### src/rtl/alu_arb_pkg.sv
// rtl/alu_arb_pkg.sv - shared types and constants for the alu sharing arbiter
package alu_arb_pkg;

    localparam int NREQ_DEF = 3;
    localparam int IDW_DEF  = $clog2(NREQ_DEF);
    // Widest requester ID the response struct can carry (NREQ up to 8)
    localparam int IDW_MAX  = 3;

    localparam logic [3:0] EXE_ADD_OP  = 4'h0;
    localparam logic [3:0] EXE_SUB_OP  = 4'h1;
    localparam logic [3:0] EXE_AND_OP  = 4'h2;
    localparam logic [3:0] EXE_OR_OP   = 4'h3;
    localparam logic [3:0] EXE_XOR_OP  = 4'h4;
    localparam logic [3:0] EXE_SLT_OP  = 4'h5;
    localparam logic [3:0] EXE_SLTU_OP = 4'h6;
    localparam logic [3:0] EXE_SLL_OP  = 4'h7;
    localparam logic [3:0] EXE_SRL_OP  = 4'h8;
    localparam logic [3:0] EXE_SRA_OP  = 4'h9;

    // Driven onto the alu when nobody is granted so no X reaches it
    localparam logic [3:0] ALU_IDLE_OP = EXE_ADD_OP;

    typedef struct packed {
        logic [IDW_MAX-1:0] id;
        logic [31:0]        data;
    } rsp_t;

endpackage

### src/rtl/rr_arbiter.sv
// rtl/rr_arbiter.sv - combinational round-robin arbiter, search starts at ptr
module rr_arbiter import alu_arb_pkg::*; #(
    parameter int NREQ = NREQ_DEF,
    parameter int IDW  = $clog2(NREQ)
) (
    input  logic [NREQ-1:0] req,
    input  logic [IDW-1:0]  ptr,
    input  logic            en,
    output logic [NREQ-1:0] gnt,
    output logic [IDW-1:0]  gnt_idx
);

    always_comb begin
        int             idx;
        logic [IDW-1:0] idx_w;
        logic           found;
        gnt     = '0;
        gnt_idx = '0;
        found   = 1'b0;
        idx     = 0;
        idx_w   = '0;
        for (int k = 0; k < NREQ; k++) begin
            // Wrap explicitly so non-power-of-two NREQ never indexes past the end
            idx = int'(ptr) + k;
            if (idx >= NREQ) begin
                idx = idx - NREQ;
            end
            idx_w = IDW'(idx);
            if (en && !found && req[idx_w]) begin
                found      = 1'b1;
                gnt[idx_w] = 1'b1;
                gnt_idx    = idx_w;
            end
        end
    end

endmodule

### src/rtl/alu_share_arb.sv
// rtl/alu_share_arb.sv - shares one alu between NREQ requesters, registered response
module alu_share_arb import alu_arb_pkg::*; #(
    parameter int NREQ = NREQ_DEF,
    parameter int IDW  = $clog2(NREQ)
) (
    input  logic              clk,
    input  logic              rst_n,
    input  logic [NREQ-1:0]   req_valid,
    output logic [NREQ-1:0]   req_ready,
    input  logic [NREQ*32-1:0] req_a,
    input  logic [NREQ*32-1:0] req_b,
    input  logic [NREQ*4-1:0] req_op,
    output logic [31:0]       alu_a,
    output logic [31:0]       alu_b,
    output logic [3:0]        alu_op,
    input  logic [31:0]       alu_y,
    output logic              rsp_valid,
    output logic [IDW-1:0]    rsp_id,
    output logic [31:0]       rsp_data,
    input  logic              rsp_ready
);

    logic [IDW-1:0]  ptr;
    logic [IDW-1:0]  ptr_nxt;
    logic [IDW-1:0]  gnt_idx;
    logic [NREQ-1:0] gnt;
    logic            free;
    logic            any_gnt;
    rsp_t            rsp_q;
    logic            unused_id_bits;

    // The slot may be refilled in the same cycle it drains
    assign free    = !rsp_valid || rsp_ready;
    assign any_gnt = |gnt;
    assign ptr_nxt = (gnt_idx == IDW'(NREQ - 1)) ? '0 : gnt_idx + 1'b1;

    rr_arbiter #(
        .NREQ    (NREQ),
        .IDW     (IDW)
    ) u_rr_arbiter (
        .req     (req_valid),
        .ptr     (ptr),
        .en      (free),
        .gnt     (gnt),
        .gnt_idx (gnt_idx)
    );

    assign req_ready = gnt;

    // gnt is one-hot, so at most one requester's fields reach the alu
    always_comb begin
        alu_a  = '0;
        alu_b  = '0;
        alu_op = ALU_IDLE_OP;
        for (int i = 0; i < NREQ; i++) begin
            if (gnt[i]) begin
                alu_a  = req_a[32*i +: 32];
                alu_b  = req_b[32*i +: 32];
                alu_op = req_op[4*i +: 4];
            end
        end
    end

    always_ff @(posedge clk or negedge rst_n) begin
        if (!rst_n) begin
            rsp_valid <= 1'b0;
            rsp_q     <= '0;
            ptr       <= '0;
        end else if (any_gnt) begin
            rsp_valid  <= 1'b1;
            rsp_q.id   <= IDW_MAX'(gnt_idx);
            rsp_q.data <= alu_y;
            ptr        <= ptr_nxt;
        end else if (rsp_ready) begin
            rsp_valid <= 1'b0;
        end
    end

    assign rsp_id         = rsp_q.id[IDW-1:0];
    assign rsp_data       = rsp_q.data;
    assign unused_id_bits = ^rsp_q.id;

endmodule

### config.mk
export PLATFORM = sky130hd
export DESIGN_NAME = alu_share_arb
export DESIGN_NICKNAME = d
export VERILOG_FILES = /design/src/rtl/alu_arb_pkg.sv /design/src/rtl/rr_arbiter.sv /design/src/rtl/alu_share_arb.sv
export SDC_FILE = /design/constraint.sdc
export NUM_CORES = 1
export LEC_CHECK = 0
export ABC_AREA = 1
export BUFFER_PORTS_ARGS = -buffer_cell sky130_fd_sc_hd__buf_2
export CAP_MARGIN = 25
export CORE_AREA = 5 5 133 135
export DETAILED_ROUTE_END_ITERATION = 10
export DIE_AREA = 0 0 138 140
export PLACE_DENSITY = 0.51
export SLEW_MARGIN = 15
export SYNTH_ARGS = -nofsm -noshare
export SYNTH_HDL_FRONTEND = slang
export SYNTH_HIERARCHICAL = 1
export SYNTH_SLANG_ARGS = --single-unit
### constraint.sdc
create_clock -name clk -period 3.35 [get_ports clk]
set_input_delay 0.335 -clock clk [delete_from_list [all_inputs] [get_ports clk]]
set_output_delay 0.335 -clock clk [all_outputs]
set_load 0.05 [all_outputs]
# ---- Yosys cells after proc, flatten, opt, wreduce, memory -nomap -nowiden
# Index checks and enable logic that the tools add are counted.
dict set report classes {
  multipliers 0
  n_div 0
  n_shift 0
  reduce_logical 14
  mux 35
  n_eq_ne 1
  order_cmp 9
  bitwise_logic 2
  add_sub_neg 6
}
# cell n
set ops {}
lappend ops {{$mux 32} 6}
lappend ops {{$mux 2} 7}
lappend ops {{$mux 4} 3}
lappend ops {{$mux 1} 10}
lappend ops {{$lt 2x3->1 const B} 3}
lappend ops {{$mux 3} 3}
lappend ops {{$logic_and 1x1->1} 8}
lappend ops {{$bmux 1 s2} 3}
lappend ops {{$demux 1 s2} 3}
lappend ops {{$ge 2x1->1 const B} 3}
lappend ops {{$ge 3x2->1 const B} 2}
lappend ops {{$or 3x3->3} 2}
lappend ops {{$sub 2x1->2 const B} 2}
lappend ops {{$add 2x1->3 const B} 1}
lappend ops {{$add 2x2->3 const B} 1}
lappend ops {{$logic_not 1->1} 3}
lappend ops {{$reduce_or 3->1} 1}
lappend ops {{$add 2x1->2 const B} 1}
lappend ops {{$eq 2x2->1 const B} 1}
lappend ops {{$ge 2x2->1 const B} 1}
lappend ops {{$reduce_bool 2->1} 1}
lappend ops {{$sub 2x2->2 const B} 1}
lappend ops {{$logic_or 1x1->1} 1}
dict set report totals {
  rom_bits 0
  latch_bits 0
  n_memories 0
  regBits 37
  ram_bits 0
}

# ---- Depth between registers and ports, before layout
# Gate-level depths: netlist of run 1.
dict set report depth {
  word_depth 17
  ltp_mapped 17
  ltp_nobuf 15
}

# ---- By module
# Netlist of run 1, hierarchy kept.
# module instances cells_per_inst seq_area_each_um2 area_each_um2
set modules_own_cells {}
lappend modules_own_cells {alu_share_arb 1 679 925.9 3543.4}
lappend modules_own_cells {rr_arbiter 1 51 0.0 284.0}

# ---- Least setup slack after synthesis of run 1
# Ideal clock, no wire load.
dict set report synth_timing {
  path_kind {register to output}
  from {reg ptr[0]}
  to {out alu_a[0]}
  setup_slack_ns 0.083
  n_path_buf 3
  t_arrival_ns 2.932
  stages_incl_launch_ff 17
  path_cell_list {dfrtp_1 -> inv_1 -> ha_1 -> inv_2 -> nand2_1 -> nand3_1 -> nand2_2 -> nand3_1 -> nor2_1 -> nor2_2 -> nand2_1 -> buf_6 -> buf_6 -> buf_6 -> nor2_1 -> nor2_1 -> nor2_1}
}
dict set report synth_via {
  elab_cells_between_ends 49
  cone_classes {add/sub: 5; order compare: 9; mux: 23; bitwise: 2; reduce/logical: 10}
}
# item line_no
set synth_lines {}
lappend synth_lines {{start, declared} alu_share_arb.sv:23} ;# logic [IDW-1:0] ptr;
lappend synth_lines {{start signal, assigned} alu_share_arb.sv:73} ;# ptr <= ptr_nxt;
lappend synth_lines {{branches (longest 13 deep; another with $add 2x1->3)} -}
lappend synth_lines {{$mux 3 (*)} rr_arbiter.sv:29} ;# if (en && !found && req[idx_w]) begin
lappend synth_lines {{net req_ready[1]} alu_share_arb.sv:9} ;# output logic [NREQ-1:0] req_ready,
lappend synth_lines {{$mux 32 (*) (2 in series)} alu_share_arb.sv:56} ;# if (gnt[i]) begin
lappend synth_lines {{end, declared} alu_share_arb.sv:13} ;# output logic [31:0] alu_a,
# Mark *: on every way through the listed nets, which the timed path passes. The select of a mux whose other input is x is not followed.

# ---- Worst setup path after layout of run 1
dict set report layout_timing {
  from {reg ptr[0]}
  to {out alu_b[31]}
}
dict set report layout_via {
  elab_chain_cells 17
  elab_cells_between_ends 49
  cone_classes {add/sub: 5; order compare: 9; mux: 23; bitwise: 2; reduce/logical: 10}
}
# item line_no
set layout_lines {}
lappend layout_lines {{branches (longest 13 deep; another with $add 2x1->3)} -}
lappend layout_lines {{$mux 3 (*)} rr_arbiter.sv:29}
lappend layout_lines {{$mux 32 (2 in series)} alu_share_arb.sv:56}
lappend layout_lines {{$mux 32 (*)} alu_share_arb.sv:56}
lappend layout_lines {{end, declared} alu_share_arb.sv:14} ;# output logic [31:0] alu_b,
# Every way passes the cells marked *. The select of a mux whose other input is x is not followed.

==> results of run 1 <==
## kinds of logic after synthesis
family,share of synthesized area
AO/OA/AOI/OAI,0.00490
adder cells (fa/ha/maj),0.0131
buffers and inverters,0.102
flip-flops,0.242
AND/OR/NAND/NOR,0.638
## per-layer routing
layer	routed length [um]	share of wire	global-route usage
met3	1440	0.077	0.0498
met5	13	0.00070	0
met4	210	0.011	0.0421
met2	9100	0.49	0.303
met1	7860	0.42	0.215
## synthesized netlist by cell type
cell,number,area (um2)
dfrtp_1,37,926
nand4_1,2,12.5
nor2_2,2,12.5
nand3_2,1,10.0
buf_2,28,140
nor3_1,1,5.00
buf_4,11,82.6
inv_1,13,48.8
nand2_1,286,1070
inv_2,2,7.51
buf_6,10,113
ha_1,4,50.1
nor2_4,2,22.5
o21ai_2,1,8.76
nor2_1,278,1040
o21ai_0,2,10.0
nand2_4,1,11.3
nand3_1,45,225
nand2_2,4,25.0
## worst min path at each step
stage,startpoint,to,cells past startpoint
floorplan,rst_n,ptr[0],0
global placement,rsp_data[11],rsp_data[11],2
detailed placement,rst_n,rsp_data[30],1
CTS,rst_n,rsp_data[6],1
global route,rst_n,rsp_data[6],1
finish,rst_n,rsp_data[6],1
## flip-flops by register name, summed over array words and instances (netlist names)
name	flops
ptr	2
rsp_data	32
rsp_id	2
rsp_valid	1
## worst max-delay path, cell delays in order, from the launching register on
cell	delay, ns
dfrtp_1	0.39
inv_1	0.08
ha_1	0.34
inv_2	0.10
nand2_1	0.05
nand3_1	0.07
nand2_2	0.09
nand3_1	0.10
nor2_1	0.06
nor2_2	0.14
nand2_4	0.11
buf_12	0.14
clkbuf_16	0.20
nor2_1	0.17
nor2_1	0.06
nor2_1	0.08
buf_2	0.28
## what timing repair did
action,CTS,global route
endpoints found under the setup margin,0,51
buffers inserted,0,3
resized for setup,0,5
## per-stage QoR
stage / instance area, um2 / worst slack (ns) / hold WS (ns) / cells
final: 5920 / 0.246 / 0.155 / 1274
after global routing: 5920 / -0.0227 / 0.233 / 1271
after CTS: 5810 / 0.129 / 0.193 / 1264
after detailed placement: 5640 / 0.448 / 0.487 / 1256
after global placement: 5640 / 0.502 / 0.491 / 1256
after floorplan: 3830 / 0.0828 / 0.0394 / 730
## layout make-up
class	count	area, um2
clock buffer	7	143
multi-input combinational	629	2520
antenna	6	15.0
inverter	15	58.8
timing repair buffer	359	1960
sequential	37	926
tap	220	275
clock inverter	1	30.0
fill	1912	10400
==> results.txt, run 1 <==
Status -> complete, no violations
Worst reg2reg path endpoint -> rsp_data[3]
Core Region -> 16300 um2
Area growth syn-to-layout -> 54.8%
Yosys cell types -> 19
Least-Margin Pin Slew -> 0.840 ns
Root Buffer -> clkbuf_16
Crit Reg-Reg Startpoint -> ptr[0]
Total die area -> 19300 um2
Worst Setup EP -> alu_b[31]
Die height -> 140 um
CTS tree -> built
Overall die width -> 138 um
Peak Freq -> 0.322 GHz
Vias/cell -> 4.24
# IOs -> 348
Layout Utilization -> 0.362
Period utilisation layout -> 0.927
Post-Synthesis Cells -> 730
Startpoint Class -> flip-flop
R2R depth -> 13
Sequential share of the synthesized area -> 0.242
Std cell rows -> 47
Clock skew -> 0.00548 ns
DR WL/cell -> 14.6 um
Kind of end point of the critical path -> primary output
Total track usage -> 0.175
First-pass DRT Iterations -> 4
Layout cells sized above 1 -> 0.365
Final antenna-violating net count -> 0
Initial antenna violation count -> 5
Net count, final -> 1293
WS Path Type -> flip-flop to primary output
Post-DP HPWL -> 14600 um
Final Max Slew Viols -> 0
CP startpoint -> ptr[0]
Hold Vio Cnt, Final -> 0
CTS clk-pin slew, worst paths -> 0.06 ns
DR DRC count -> 0
Worst reg2reg setup slack -> 0.65 ns
Synthesized area -> 3830 um2
Routability cong. -> 0.874
Slew HR -> 0.440
Pin count of the biggest net entering global routing -> 82
Syn Nets -> 976
Critical Path AT -> 2.77 ns
TritonCTS Buffers -> 5
Initial Util -> 0.234
Total global routing overflow -> 0
Maxcap violations -> 0
Clk sink count -> 37
First-pass GRT wire length -> 27800 um
Detailed Route WL -> 18600 um
Synthesis Warnings -> 6
Post-layout minimum cycle time -> 3.10 ns
Flops & latches, synth -> 37
# hold bufs at CTS -> 0
Data required, critical path -> 3.01 ns
DRT iter0 DRCs -> 220
Clock Latency Late Sink -> 0.28 ns
Final Setup Violations -> 0
CTS max path bufs -> 2
Vias post-DR -> 5401
Max FO, Critical Path -> 40
Mapped Avg Cell Area -> 5.24 um2
Setup TNS -> 0 ns
Hold WC Path Type -> input pin to async pin
RSZ-0062 raised after global routing -> yes
Highest-count cells in the layout ignoring fill and taps -> 345 x buf_2, 284 x nand2_1, 278 x nor2_1
# H-tree levels -> 2
Most common cell after layout, fill and taps aside -> buf_2
Vias in the first global route -> 5010
IO buf count -> 347
Power of run 1 is not shown: default switching activity piles up to over one toggle a cycle in this logic, so the estimate is an artifact.
==> run 2: changes to the inputs <==
Settings changed: RECOVER_POWER set to 25.
==> results.txt, run 2 (synthesis results as in run 1) <==
# hold bufs at CTS -> 0 (unchanged)
TritonCTS Buffers -> 5 (unchanged)
Non-Filler Instances -> 1272 (-0.16%)
Clock Latency Late Sink -> 0.28 ns (about the same)
Final antenna-violating net count -> 0 (unchanged)
Layout cells sized above 1 -> 0.357 (-0.00763)
Root Buffer -> clkbuf_16
DRT iter0 DRCs -> 211 (-4.1%)
Post-layout minimum cycle time -> 3.10 ns (-0.000413 ns)
Hold Vio Cnt, Final -> 0 (unchanged)
Status -> finished with violations
Max FO, Critical Path -> 40 (unchanged)
Cell Chain, Critical Path -> inv_1 -> ha_1 -> inv_2 -> nand2_1 -> nand3_1 -> nand2_2 -> nand3_1 -> nor2_1 -> nor2_2 -> nand2_4 -> buf_12 -> clkbuf_16 -> nor2_1 -> nor2_1 -> nor2_1 -> buf_2
Final Setup Violations -> 0 (unchanged)
Hold Startpoint -> alu_y[11]
Clock skew -> 0.00475 ns (-0.000737 ns)
First-pass GRT wire length -> 27800 um (unchanged)
Critical Path Max Stage Delay -> 0.39 ns (about the same)
Slowest cell on the critical path -> dfrtp_1
Worst reg2reg path endpoint -> rsp_data[3]
RSZ-0062 raised after global routing -> yes
Routability cong. -> 0.874 (unchanged)
Layout Utilization -> 0.361 (-0.000918)
Initial Util -> 0.234 (unchanged)
CTS clk-pin slew, worst paths -> 0.06 ns (about the same)
Vias/cell -> 4.26 (+0.38%)
Highest-count cells in the layout ignoring fill and taps -> 337 x buf_2, 284 x nand2_1, 278 x nor2_1
Critical Path AT -> 2.77 ns (about the same)
Kind of end point of the critical path -> primary output
CTS tree -> built
WS Path Type -> flip-flop to primary output
Post-DP HPWL -> 14600 um (unchanged)
Final Max Slew Viols -> 38 (+38)
Data required, critical path -> 3.01 ns (about the same)
Min-Delay Endpoint -> rsp_data[11]
Core Region -> 16300 um2 (unchanged)
PnR worst setup slack -> 0.246 ns (+0.000413 ns)
Total track usage -> 0.175 (unchanged)
Inst Count DP -> 1256 (unchanged)
Detailed Route WL -> 18600 um (-0.17%)
Hold Path Cell Cnt -> 3
Std cell rows -> 47 (unchanged)
Most used cell, CP -> nor2_1
Overall die width -> 138 um (unchanged)
DR DRC count -> 0 (unchanged)
IO buf count -> 347 (unchanged)
Max reg flops -> 32 (unchanged)
Pin count of the biggest net entering global routing -> 82 (unchanged)
Total die area -> 19300 um2 (unchanged)
Period utilisation layout -> 0.927 (about the same)
Area growth syn-to-layout -> 54.4%
Die height -> 140 um (unchanged)
R2R depth -> 13 (unchanged)
Initial antenna violation count -> 5 (unchanged)
Slew HR -> -0.336 (-0.776)
Total global routing overflow -> 0 (unchanged)
# IOs -> 348 (unchanged)
Startpoint Class -> flip-flop
Vias in the first global route -> 5010 (unchanged)
Top delay family on crit path -> simple AND/OR/NAND/NOR gates
Failing checks -> max-capacitance violations, max-slew violations
Maxcap violations -> 1 (+1)
DR WL/cell -> 14.6 um (about the same)
# H-tree levels -> 2 (unchanged)
Net count, final -> 1293 (unchanged)
Worst reg2reg setup slack -> 0.64 ns (about the same)
Peak Freq -> 0.322 GHz (about the same)
Setup TNS -> 0 ns (unchanged)
Clk sink count -> 37 (unchanged)
DP Worst Slack -> 0.448 ns (unchanged)
First-pass DRT Iterations -> 4 (unchanged)
Vias post-DR -> 5413 (+0.22%)
Least-Margin Pin Slew -> 2.00 ns (+1.16 ns)
Hold WC Path Type -> input pin to flip-flop
CTS max path bufs -> 2 (unchanged)
Worst path bufs/invs -> 5 (unchanged)
Crit Reg-Reg Startpoint -> ptr[0]
Most common cell after layout, fill and taps aside -> buf_2
-- run 2: cell types whose count changed in the layout (fill, tap and decap cells not counted) --
| cell | delta |
|---|---|
| buf_2 | -8 |
| clkbuf_1 | +8 |
| diode_2 | -2 |
-- run 2: area by class of cell --
| class | instances | area, um2 |
|---|---|---|
| Antenna cell | 4 | 10.0 |
| Clock buffer | 7 | 143 |
| Clock inverter | 1 | 30.0 |
| Fill cell | 1920 | 10400 |
| Inverter | 15 | 58.8 |
| Multi-Input combinational cell | 629 | 2520 |
| Sequential cell | 37 | 926 |
| Tap cell | 220 | 275 |
| Timing Repair Buffer | 359 | 1950 |
-- run 2: tightest hold or removal path: stages --
cell	delay, ns
buf_2	0.07
nand2_1	0.04
nand2_1	0.04
-- run 2: worst max path at each step --
stage,slack (ns),startpoint,to,cells after the start
detailed placement,0.45,ptr[0],alu_op[0],13
finish,0.25,ptr[0],alu_b[31],16
floorplan,0.08,ptr[0],alu_a[0],16
global placement,0.50,ptr[0],alu_op[0],13
CTS,0.13,ptr[0],alu_op[0],13
global route,-0.02,ptr[0],alu_a[19],15
-- run 2: routing by layer --
metal	vias up	global-route usage	share of wire
met3	15	0.0498	0.080
met5	-	0	0.00070
li1	2825	-	-
met2	230	0.303	0.49
met1	2341	0.215	0.42
met4	2	0.0421	0.011
-- run 2: timing repair --
item                       in CTS  in global routing
setup endpoints to repair       0                 51
buffers inserted                0                  3
gates resized for setup         0                  5
-- run 2: through the flow --
| stage | hold WS, ns | instance area (um2) |
|---|---|---|
| global route | 0.244 | 5910 |
| detailed placement | 0.487 | 5640 |
| floorplan | 0.0394 | 3830 |
| CTS | 0.193 | 5810 |
| finish | 0.247 | 5910 |
| global placement | 0.491 | 5640 |
Power of run 2 is left out for the same reason.
==> run 3: changes to the inputs <==
Settings changed: CORE_AREA 5 5 133 135 to 5 5 134 136, DIE_AREA 0 0 138 140 to 0 0 139 141, PLACE_DENSITY 0.51 to 0.5.
==> results.txt, run 3 (synthesis results as in run 1) <==
Status -> finished with violations
Failing checks -> max-capacitance violations, max-slew violations
Vias post-DR -> 5425 (+0.22%)
IO buf count -> 347 (unchanged)
Initial antenna violation count -> 2 (-3)
First-pass DRT Iterations -> 4 (unchanged)
Clk sink count -> 37 (unchanged)
Peak Freq -> 0.322 GHz (about the same)
Startpoint Class -> flip-flop
WS Path Type -> flip-flop to primary output
Initial Util -> 0.228 (-0.00651)
Vias in the first global route -> 5125 (+2.3%)
Layout cells sized above 1 -> 0.360 (+0.00271)
Slew HR -> -0.306 (+0.0302)
Setup TNS -> 0 ns (unchanged)
Period utilisation layout -> 0.926 (about the same)
Vias/cell -> 4.23 (-0.56%)
Highest-count cells in the layout ignoring fill and taps -> 335 x buf_2, 284 x nand2_1, 278 x nor2_1
Hold WC Path Type -> input pin to flip-flop
Data required, critical path -> 3.01 ns (about the same)
Pin count of the biggest net entering global routing -> 71 (-13%)
CTS tree -> built
Slowest cell on the critical path -> dfrtp_1
Total global routing overflow -> 0 (unchanged)
Inst Count DP -> 1268 (+0.96%)
Clock Latency Late Sink -> 0.28 ns (about the same)
Layout Utilization -> 0.352 (-0.00969)
Final Max Slew Viols -> 38 (unchanged)
Maxcap violations -> 1 (unchanged)
Net count, final -> 1300 (+0.54%)
Clock skew -> 0.00505 ns (+0.000308 ns)
Root Buffer -> clkbuf_16
Max FO, Critical Path -> 39 (-2.5%)
Detailed Route WL -> 18000 um (-2.9%)
Routability cong. -> 0.884 (+1.2%)
Least-Margin Pin Slew -> 1.96 ns (-0.0452 ns)
Fillers -> 1923 (+0.16%)
Final Setup Violations -> 0 (unchanged)
DR DRC count -> 0 (unchanged)
RSZ-0062 raised after global routing -> no
First-pass GRT wire length -> 26700 um (-3.8%)
Std cell rows -> 48 (+2.1%)
Die height -> 141 um (+0.71%)
Critical Path AT -> 2.77 ns (about the same)
Worst reg2reg setup slack -> 0.60 ns (-0.04 ns)
Total track usage -> 0.166 (-0.00860)
TritonCTS Buffers -> 5 (unchanged)
Kind of end point of the critical path -> primary output
Most common cell after layout, fill and taps aside -> buf_2
# hold bufs at CTS -> 0 (unchanged)
# H-tree levels -> 2 (unchanged)
Area growth syn-to-layout -> 54.5%
Non-Filler Instances -> 1282 (+0.79%)
CTS clk-pin slew, worst paths -> 0.06 ns (about the same)
Core Region -> 16800 um2 (+2.9%)
Overall die width -> 139 um (+0.72%)
Post-layout minimum cycle time -> 3.10 ns (-0.000843 ns)
Total die area -> 19600 um2 (+1.4%)
Critical Path Max Stage Delay -> 0.39 ns (about the same)
DR WL/cell -> 14.1 um (-3.7%)
CTS max path bufs -> 2 (unchanged)
DRT iter0 DRCs -> 175 (-17%)
Hold Vio Cnt, Final -> 0 (unchanged)
Final antenna-violating net count -> 0 (unchanged)
Max reg flops -> 32 (unchanged)
Cell Chain, Critical Path -> inv_1 -> ha_1 -> inv_2 -> nand3_1 -> nand2_2 -> nor2_4 -> nand2_1 -> nand3_1 -> inv_4 -> buf_12 -> buf_4 -> nor2_1 -> nor2_1 -> clkbuf_4
# IOs -> 348 (unchanged)
Post-DP HPWL -> 14000 um (-3.7%)
[run 3: cell types whose count changed in the layout (fill, tap and decap cells not counted), sizes merged]
cell and delta:
nand2 +1, bufinv -1, clkbuf +2, diode -1, buf +4
[run 3: path summary, 6_finish.rpt]
kind	from	to	depth (start not counted)
worst max-delay path	ptr[0]	alu_b[23]	14
worst min-delay path	alu_y[28]	rsp_data[28]	3
worst max register to register	ptr[0]	rsp_data[0]	16
worst min register to register	rsp_data[14]	rsp_data[14]	2
max in group asynchronous	rst_n	rsp_data[3]	1
min in group asynchronous	rst_n	rsp_data[27]	1
[run 3: final cells by class]
type | count | area, um2 | share of cell area
Tap cell | 225 | 282 | 0.0476
Multi-Input combinational cell | 630 | 2530 | 0.427
Timing Repair Buffer | 365 | 1970 | 0.333
Inverter | 15 | 58.8 | 0.00994
Antenna cell | 3 | 7.51 | 0.00127
Sequential cell | 37 | 926 | 0.157
Clock buffer | 7 | 143 | 0.0241
[run 3: routing by layer]
metal / part of all wire / track usage / wire, um / vias up
met5: 0 / 0 / 0 / -
met4: 0.029 / 0.0618 / 528 / 0
met3: 0.090 / 0.0509 / 1620 / 36
met2: 0.48 / 0.284 / 8650 / 237
met1: 0.40 / 0.197 / 7250 / 2315
li1: - / - / - / 2837
[run 3: per-stage QoR]
step	instance area (um2)	hold WS, ns	setup slack, ns
2_1_floorplan	3830	0.0394	0.0828
3_3_place_gp	5710	0.494	0.481
3_5_place_dp	5710	0.487	0.476
4_1_cts	5850	0.188	0.169
5_1_grt	5910	0.251	0.0106
6_report	5910	0.246	0.247
[run 3: worst max-delay path, delay by kind of cell, from the launching register on]
kind	cells	cell delay (ns)
adders and majority gates	1	0.33
buffers and inverters	6	1.09
DFF	1	0.39
and+or+nand+nor	7	0.67
[run 3: timing repair]
item / 4_1_cts / 5_1_grt
endpoints found under the hold margin: 0 / 0
buffers inserted: 0 / 2
endpoints found under the setup margin: 0 / 30
resized for setup: 0 / 5
Power of run 3 is left out for the same reason.
